$ cat src/rtl/cpu_hazard_pkg.sv
// Shared types and constants for the pipeline hazard stall unit.
package cpu_hazard_pkg;

    // Controller states: normal flow, or mid-way through a multi-cycle load-use stall.
    typedef enum logic [0:0] {
        RUN      = 1'b0,
        LU_STALL = 1'b1
    } hz_state_t;

    // Architectural zero register; never a real producer, so never a hazard source.
    localparam logic [4:0] REG_X0 = 5'd0;

    // Legal range for the number of bubbles per load-use hazard (lu_cnt is 2 bits).
    localparam int LU_STALLS_MIN = 1;
    localparam int LU_STALLS_MAX = 3;

    // Force an out-of-range stall count into the legal range so lu_cnt cannot overflow.
    function automatic int clamp_lu_stalls(input int n);
        if (n < LU_STALLS_MIN) return LU_STALLS_MIN;
        if (n > LU_STALLS_MAX) return LU_STALLS_MAX;
        return n;
    endfunction

endpackage

$ cat src/rtl/hazard_perf_counter.sv
// Enable-gated free-running counter that wraps modulo 2^W and clears on reset.
module hazard_perf_counter #(
    parameter int W = 32
) (
    input  logic         clk,
    input  logic         rst_n,
    input  logic         en,
    output logic [W-1:0] count
);

    // Count one per enabled cycle; natural wrap at the top of the range.
    always_ff @(posedge clk) begin
        // NOTE: sequential state uses non-blocking (<=) so every register samples pre-edge values.
        if (!rst_n) begin
            count <= '0;
        end else if (en) begin
            count <= count + W'(1);
        end
    end

endmodule

$ cat src/rtl/hazard_stall_unit.sv
// Pipeline hazard controller for the 5-stage core: load-use stalls, taken-branch
// flushes and data-memory freezes. Optional performance counters are compiled in
// with the HAZARD_PERF_CNT_EN macro (adds stall_cycles and flush_events ports).
module hazard_stall_unit
    import cpu_hazard_pkg::*;
#(
    parameter int REG_ADDR_W      = 5,
    parameter int LOAD_USE_STALLS = 1,
    parameter int CNT_W           = 32
) (
    input  logic                  clk,
    input  logic                  rst_n,
    input  logic [REG_ADDR_W-1:0] Rs1_IF_ID,
    input  logic [REG_ADDR_W-1:0] Rs2_IF_ID,
    input  logic                  uses_rs1_IF_ID,
    input  logic                  uses_rs2_IF_ID,
    input  logic [REG_ADDR_W-1:0] Rd_ID_EXE,
    input  logic                  mem_read_ID_EXE,
    input  logic                  branch_taken_EXE_MEM,
    input  logic                  dmem_req_EXE_MEM,
    input  logic                  dmem_ready,
    output logic                  pc_write,
    output logic                  if_id_write,
    output logic                  id_exe_write,
    output logic                  exe_mem_write,
    output logic                  mem_wb_write,
    output logic                  if_id_flush,
    output logic                  id_exe_bubble,
    output logic                  exe_mem_flush,
`ifdef HAZARD_PERF_CNT_EN
    output logic [CNT_W-1:0]      stall_cycles,
    output logic [CNT_W-1:0]      flush_events,
`endif
    output logic                  stall_active
);

    // Effective bubble count, and the lu_cnt value loaded when a multi-cycle stall begins.
    localparam int         LU_N    = clamp_lu_stalls(LOAD_USE_STALLS);
    localparam logic [1:0] LU_INIT = 2'(LU_N - 1);

    hz_state_t  state, state_next;
    logic [1:0] lu_cnt, lu_cnt_next;
    logic       hazard_lu;
    logic       freeze;

    // Hazard detection: a load in EX feeding a register the decode instruction actually reads.
    always_comb begin
        hazard_lu = mem_read_ID_EXE && (Rd_ID_EXE != REG_ADDR_W'(REG_X0)) &&
                    ((uses_rs1_IF_ID && (Rd_ID_EXE == Rs1_IF_ID)) ||
                     (uses_rs2_IF_ID && (Rd_ID_EXE == Rs2_IF_ID)));
        freeze    = dmem_req_EXE_MEM && !dmem_ready;
    end

    // State register; reset abandons any stall in progress.
    always_ff @(posedge clk) begin
        if (!rst_n) begin
            state  <= RUN;
            lu_cnt <= '0;
        end else begin
            state  <= state_next;
            lu_cnt <= lu_cnt_next;
        end
    end

    // Next state and outputs, in priority order freeze > branch > LU_STALL > new hazard.
    always_comb begin
        // NOTE: every output gets a default first so no path can infer a latch.
        state_next    = state;
        lu_cnt_next   = lu_cnt;
        pc_write      = 1'b1;
        if_id_write   = 1'b1;
        id_exe_write  = 1'b1;
        exe_mem_write = 1'b1;
        mem_wb_write  = 1'b1;
        if_id_flush   = 1'b0;
        id_exe_bubble = 1'b0;
        exe_mem_flush = 1'b0;
        stall_active  = 1'b0;

        if (freeze) begin
            // Whole pipeline holds; FSM and counter keep their values.
            pc_write      = 1'b0;
            if_id_write   = 1'b0;
            id_exe_write  = 1'b0;
            exe_mem_write = 1'b0;
            mem_wb_write  = 1'b0;
            stall_active  = 1'b1;
        end else if (branch_taken_EXE_MEM) begin
            // Squash the three wrong-path instructions; any pending load-use stall is moot.
            if_id_flush   = 1'b1;
            id_exe_bubble = 1'b1;
            exe_mem_flush = 1'b1;
            state_next    = RUN;
            lu_cnt_next   = '0;
        end else if (state == LU_STALL) begin
            // Remaining bubbles of a multi-cycle stall; hazard_lu is not re-evaluated.
            pc_write      = 1'b0;
            if_id_write   = 1'b0;
            id_exe_bubble = 1'b1;
            stall_active  = 1'b1;
            if (lu_cnt <= 2'd1) begin
                state_next  = RUN;
                lu_cnt_next = '0;
            end else begin
                lu_cnt_next = lu_cnt - 2'd1;
            end
        end else if (hazard_lu) begin
            // First bubble: hold PC and IF/ID, inject a NOP into ID/EX.
            pc_write      = 1'b0;
            if_id_write   = 1'b0;
            id_exe_bubble = 1'b1;
            stall_active  = 1'b1;
            if (LU_N > 1) begin
                state_next  = LU_STALL;
                lu_cnt_next = LU_INIT;
            end
        end
    end

`ifdef HAZARD_PERF_CNT_EN
    hazard_perf_counter #(.W(CNT_W)) u_stall_cnt (
        .clk   (clk),
        .rst_n (rst_n),
        .en    (stall_active),
        .count (stall_cycles)
    );

    hazard_perf_counter #(.W(CNT_W)) u_flush_cnt (
        .clk   (clk),
        .rst_n (rst_n),
        .en    (branch_taken_EXE_MEM && !freeze),
        .count (flush_events)
    );
`endif

endmodule

$ cat config.mk
export PLATFORM = sky130hd
export DESIGN_NAME = hazard_stall_unit
export DESIGN_NICKNAME = d
export VERILOG_FILES = /design/src/rtl/cpu_hazard_pkg.sv /design/src/rtl/hazard_perf_counter.sv /design/src/rtl/hazard_stall_unit.sv
export SDC_FILE = /design/constraint.sdc
export NUM_CORES = 1
export LEC_CHECK = 0
export BUFFER_PORTS_ARGS = -buffer_cell sky130_fd_sc_hd__buf_4
export CAP_MARGIN = 15
export CORE_AREA = 2 2 39 41
export DETAILED_ROUTE_END_ITERATION = 16
export DIE_AREA = 0 0 41 43
export GPL_TIMING_DRIVEN = 1
export PLACE_DENSITY_LB_ADDON = 0.08
export SLEW_MARGIN = 10
export SYNTH_ARGS = -nofsm -noshare
export SYNTH_HDL_FRONTEND = slang
export SYNTH_SLANG_ARGS = --single-unit
$ cat constraint.sdc
create_clock -name clk -period 4 [get_ports clk]
set_input_delay 0.6 -clock clk [delete_from_list [all_inputs] [get_ports clk]]
set_output_delay 0.6 -clock clk [all_outputs]
set_load 0.03 [all_outputs]
== Word level (Yosys, flattened, before mapping) ==
Cells that the tools add are included.

* Register bits: 3
* Logic and storage cells: 36
* Input bits: 23

* Reduce and logical (&&, ||, !) cells: 10
* Order comparisons: 1
* Bitwise operators: 1
* $add $sub $neg: 1
* Muxes and demuxes: 19
* Equality and inequality tests: 2

{| class="wikitable"
|+ Operators by type and width
! cell !! number
|-
| 1-bit two-way mux || 16
|-
| 5-bit equality test || 2
|-
| 2-bit two-way mux || 3
|-
| 1-bit logical AND || 5
|-
| 5-bit nonzero test || 1
|-
| 2-bit by 1-bit less-or-equal comparator with 1-bit output, second input constant || 1
|-
| 2-bit AND reduction || 1
|-
| 2-bit nonzero test || 1
|-
| 2-bit by 1-bit subtractor with 2-bit output, second input constant || 1
|-
| 1-bit zero test || 1
|-
| 1-bit logical OR || 1
|-
| 1-bit NOT || 1
|}

== Longest topological paths before layout ==
* Depth after elaboration: 8
* Mapped depth: 5
* Mapped depth without buffers: 4

== Least setup slack after synthesis ==
No wires, ideal clock.

* Path kind: input-to-output
* Start point: input port Rd_ID_EXE[3]
* End point: output port stall_active
* Buffers on the path: 0
* Data required time: 3.400 ns
* Stages on the path: 4
* Slack: 1.398 ns
* Data arrival time: 2.002 ns
* Path through: xor2_1 nor4_2 a32oi_1 o311ai_1

* Cells in the longest elaborated chain, start to end: 8

{| class="wikitable"
|+ RTL lines
! item !! line !! source
|-
| from (decl) || hazard_stall_unit.sv:17 || <nowiki>input logic [REG_ADDR_W-1:0] Rd_ID_EXE,</nowiki>
|-
| 5-bit equality test, on equally long branches || hazard_stall_unit.sv:49, hazard_stall_unit.sv:50 ||
|-
| 1-bit logical AND, on equally long branches || hazard_stall_unit.sv:49, hazard_stall_unit.sv:50 ||
|-
| 1-bit logical OR || hazard_stall_unit.sv:49 || <nowiki>((uses_rs1_IF_ID && (Rd_ID_EXE == Rs1_IF_ID)) ||</nowiki>
|-
| 1-bit logical AND * || hazard_stall_unit.sv:48 || <nowiki>hazard_lu = mem_read_ID_EXE && (Rd_ID_EXE != REG_ADDR_W'(REG_X0)) &&</nowiki>
|-
| 1-bit two-way mux * || hazard_stall_unit.sv:107 || <nowiki>end else if (hazard_lu) begin</nowiki>
|-
| 1-bit two-way mux * || hazard_stall_unit.sv:95 || <nowiki>end else if (state == LU_STALL) begin</nowiki>
|-
| 1-bit two-way mux * || hazard_stall_unit.sv:88 || <nowiki>end else if (branch_taken_EXE_MEM) begin</nowiki>
|-
| 1-bit two-way mux * || hazard_stall_unit.sv:80 || <nowiki>if (freeze) begin</nowiki>
|-
| to (decl) || hazard_stall_unit.sv:34 || <nowiki>output logic stall_active</nowiki>
|}

Mark *: on every way between the ends. The rest lies on a longest branch, timed or not.

== Final worst setup path ==
* Start point: input port Rd_ID_EXE[3]
* End point: output port pc_write

* Cells in the longest elaborated chain, start to end: 8

{| class="wikitable"
|+ RTL lines
! item !! line !! source
|-
| 5-bit equality test, on equally long branches || hazard_stall_unit.sv:49, hazard_stall_unit.sv:50 ||
|-
| 1-bit logical AND, on equally long branches || hazard_stall_unit.sv:49, hazard_stall_unit.sv:50 ||
|-
| 1-bit logical OR || hazard_stall_unit.sv:49 ||
|-
| 1-bit logical AND * || hazard_stall_unit.sv:48 ||
|-
| 1-bit two-way mux * || hazard_stall_unit.sv:107 ||
|-
| 1-bit two-way mux * || hazard_stall_unit.sv:95 ||
|-
| 1-bit two-way mux * || hazard_stall_unit.sv:88 ||
|-
| 1-bit two-way mux * || hazard_stall_unit.sv:80 ||
|-
| to (decl) || hazard_stall_unit.sv:22 || <nowiki>output logic pc_write,</nowiki>
|}

Marked as above.

==> results.py <==
metrics = {
    "placement": {
        "place.gp.congestion": 0.601,
        "place_ws_ps": 1520,
        "port_buffers": 31,
        "dp_hpwl_um": 727,
        "placed_cells": 83,
    },
    "worst_setup_path": {
        "crit_type": "in2out",
        "r2r_start": "state$_SDFFE_PN0N_",
        "cp.required_ps": 3400,
        "max_stage_delay_ps": 370,
        "slowest_stage": "o311a_1",
        "start_kind": "primary input",
        "crit_top_cell": "buf_4",
        "worst_setup_path_end_kind": "output pin",
        "worst_ep_arrival_time_ps": 1860,
        "critPathLaunch": "Rd_ID_EXE[3]",
        "path_cells": "buf_4 -> xor2_1 -> nor4_2 -> a32oi_1 -> o311a_1 -> buf_4",
        "cp_max_fo": 3,
    },
    "run_status": {
        "status": "finished clean",
    },
    "final_layout": {
        "layout.cells.non_filler": 87,
        "drive_gt1_share_pct": 49.3,
        "fillers": 161,
        "fin_util_pct": 41.8,
        "area_growth_syn_to_layout_pct": 73.7,
        "nets": 95,
        "num_antenna_cells": 0,
    },
    "route": {
        "final_antenna_net_count": 0,
        "drc": 0,
        "wl_per_cell_um": 9.31,
        "num_vias": 384,
        "dr.pass1.iters": 4,
        "drt_first_iter_violations": 2,
        "drt-total-wl_um": 810,
        "viasPerCell": 4.41,
    },
    "power": {
        "p_leak_nw": 0.264,
        "p_clk_share_pct": 38.0,
        "seq_power_share_pct": 21.9,
        "power.density_nw_per_um2": 237,
        "sw_frac_of_total_pct": 30.1,
        "vdd_drop_max_uv": 110,
        "power.switching_w": 0.0000414,
        "combPwrFrac_pct": 40.0,
        "internal-power_w": 0.0000959,
    },
    "clock_tree": {
        "cts_tree": "yes",
        "htreeDepth": 1,
        "clk_pin_slew_ps": 40,
        "cts_buffers": 3,
        "cts_resized": 0,
        "clockBufferDepth": 2,
        "cts_setup_buffers": 0,
        "cts_hold_buffers": 0,
        "cts_root_buffer": "clkbuf_4",
        "clk_latency_ps": 230,
        "clock-sinks": 3,
    },
    "global_route": {
        "gr-usage-all-layers_pct": 11.5,
        "antenna_found_initial": 0,
        "grt_pass1_vias": 397,
        "overflow": 0,
        "grt_max_degree": 12,
        "grt_pass1_wl_um": 1440,
    },
    "logic_synthesis": {
        "yosysTopAreaCell": "xor2_1",
        "synth-compound-area-share_pct": 18.0,
        "synth_top_family_by_area": "simple AND/OR/NAND/NOR gates",
        "ys.warnings.count": 0,
        "synthTopCellsByArea": "xor2_1, dfxtp_1, buf_4, nand2b_1, xnor2_1",
        "synth_simple_gate_area_share_pct": 27.4,
        "synth_cells": 41,
        "ys_seq_elements": 3,
        "synthesis.area_sq_um": 333,
        "synthTopCellsByCount": "xor2_1, buf_4, nand2b_1",
        "synth_edf_count": 0,
        "synth_seq_area_share_pct": 18.0,
        "synth_nets": 64,
        "synthFlopType": "dfxtp_1",
        "synth_xor_area_share_pct": 26.3,
        "synthDistinctLibCells": 22,
        "yosysMostFrequentCell": "xor2_1",
        "synth.mux.area_fraction_pct": 0,
        "syn_area_per_cell_sq_um": 8.12,
        "synth_top_area_share_pct": 21.1,
        "synthArstFlopShare_pct": 0,
        "synthAdderAreaFrac_pct": 0,
    },
    "sta": {
        "setup_viol": 0,
        "rsz0062_at_grt": "false",
        "post-route-min-period_ps": 2460,
        "skew_ps": 0.391,
        "hold_slack_ps": 451,
        "fmax_mhz": 407,
        "hold_viol": 0,
        "final.period_utilization_pct": 61.5,
        "worst-slew-pin-transition_ps": 337,
        "setup_ws_ps": 1540,
        "setup_tns_ps": 0,
        "finalMaxSlewViolations": 0,
        "slew_headroom_pct": 77.5,
    },
    "die": {
        "initial_core_util_pct": 24.1,
        "fp.dieArea_sq_um": 1760,
        "chipHeight_um": 43,
        "die_w_um": 41,
        "num_rows": 14,
        "core_area_sq_um": 1380,
        "boundaryPins": 32,
    },
    "min_path": {
        "hp-start": "state$_SDFFE_PN0N_",
        "min_path_type": "reg2reg",
    },
    "job": {
        "drv_cap": 0,
    },
}
==> state kept, by name, indices dropped and copies added (netlist names) <==
signal / count
state: 1
lu_cnt: 2
==> cell type report <==
| cell class | instances | area [sq um] | share of cell area [%] |
|---|---|---|---|
| tap | 16 | 20.0 | 3.46 |
| sequential | 3 | 60.1 | 10.4 |
| timing repair buffer | 31 | 233 | 40.3 |
| multi-input combinational | 33 | 239 | 41.3 |
| clock buffer | 4 | 26.3 | 4.55 |
==> placed cells by master, fill, tap and decap left out <==
| master | netlist | routed |
|---|---|---|
| a21boi_0 | 1 | 1 |
| a21oi_1 | 1 | 1 |
| a32oi_1 | 1 | 1 |
| and2_0 | 1 | 1 |
| and2_1 | 1 | 1 |
| and3_1 | 1 | 1 |
| buf_4 | 4 | 31 |
| clkbuf_1 | 1 | 1 |
| clkbuf_4 | 0 | 3 |
| dfxtp_1 | 3 | 3 |
| nand2_1 | 2 | 2 |
| nand2b_1 | 4 | 4 |
| nand3b_1 | 1 | 1 |
| nor2b_1 | 1 | 1 |
| nor4_1 | 1 | 1 |
| nor4_2 | 1 | 1 |
| o21ai_0 | 3 | 3 |
| o21ai_1 | 1 | 1 |
| o311a_1 | 1 | 1 |
| o311ai_1 | 1 | 1 |
| or4_1 | 1 | 1 |
| xnor2_1 | 2 | 2 |
| xor2_1 | 8 | 8 |
==> routing by layer <==
metal / track usage [%] / share of wire (%) / vias to the layer above
met5: 0 / 0 / -
met4: 2.00 / 0 / 0
met3: 5.24 / 13 / 0
met2: 18.8 / 50 / 24
met1: 13.4 / 36 / 159
li1: - / - / 201
==> worst max-delay path, delay by kind of cell <==
family	cells	cell delay, ps
simple gates	1	260
buf+inv	2	290
xor+xnor	1	160
compound gates	2	540
==> worst paths after layout <==
| check | to | cells after the start | slack (ps) |
|---|---|---|---|
| max | pc_write | 6 | 1540 |
| min | state$_SDFFE_PN0N_ | 2 | 450 |
| max reg2reg | lu_cnt[1]$_SDFFE_PN0P_ | 3 | 3100 |
| min reg2reg | state$_SDFFE_PN0N_ | 2 | 450 |
==> through the flow <==
stage          cell area (sq um)   power, W
3_5_place_dp                 552  0.0000863
6_report                     578   0.000137
5_1_grt                      578   0.000149
3_3_place_gp                 552  0.0000866
4_1_cts                      578   0.000141
2_1_floorplan                333  0.0000599
==> cells by family after synthesis <==
logic type / count (synthesis)
compound gates: 9
simple gates: 14
buf+inv: 5
xor+xnor: 10
flops: 3
==> power by group through the flow <==
| stage | Combinational, W | Clock [W] | Sequential (W) |
|---|---|---|---|
| floorplan | 0.0000293 | 0 | 0.0000305 |
| global placement | 0.0000560 | 0 | 0.0000305 |
| detailed placement | 0.0000558 | 0 | 0.0000305 |
| CTS | 0.0000559 | 0.0000551 | 0.0000301 |
| global route | 0.0000602 | 0.0000588 | 0.0000300 |
| finish | 0.0000550 | 0.0000522 | 0.0000301 |
Note: power is estimated with default switching activity, not from simulation.
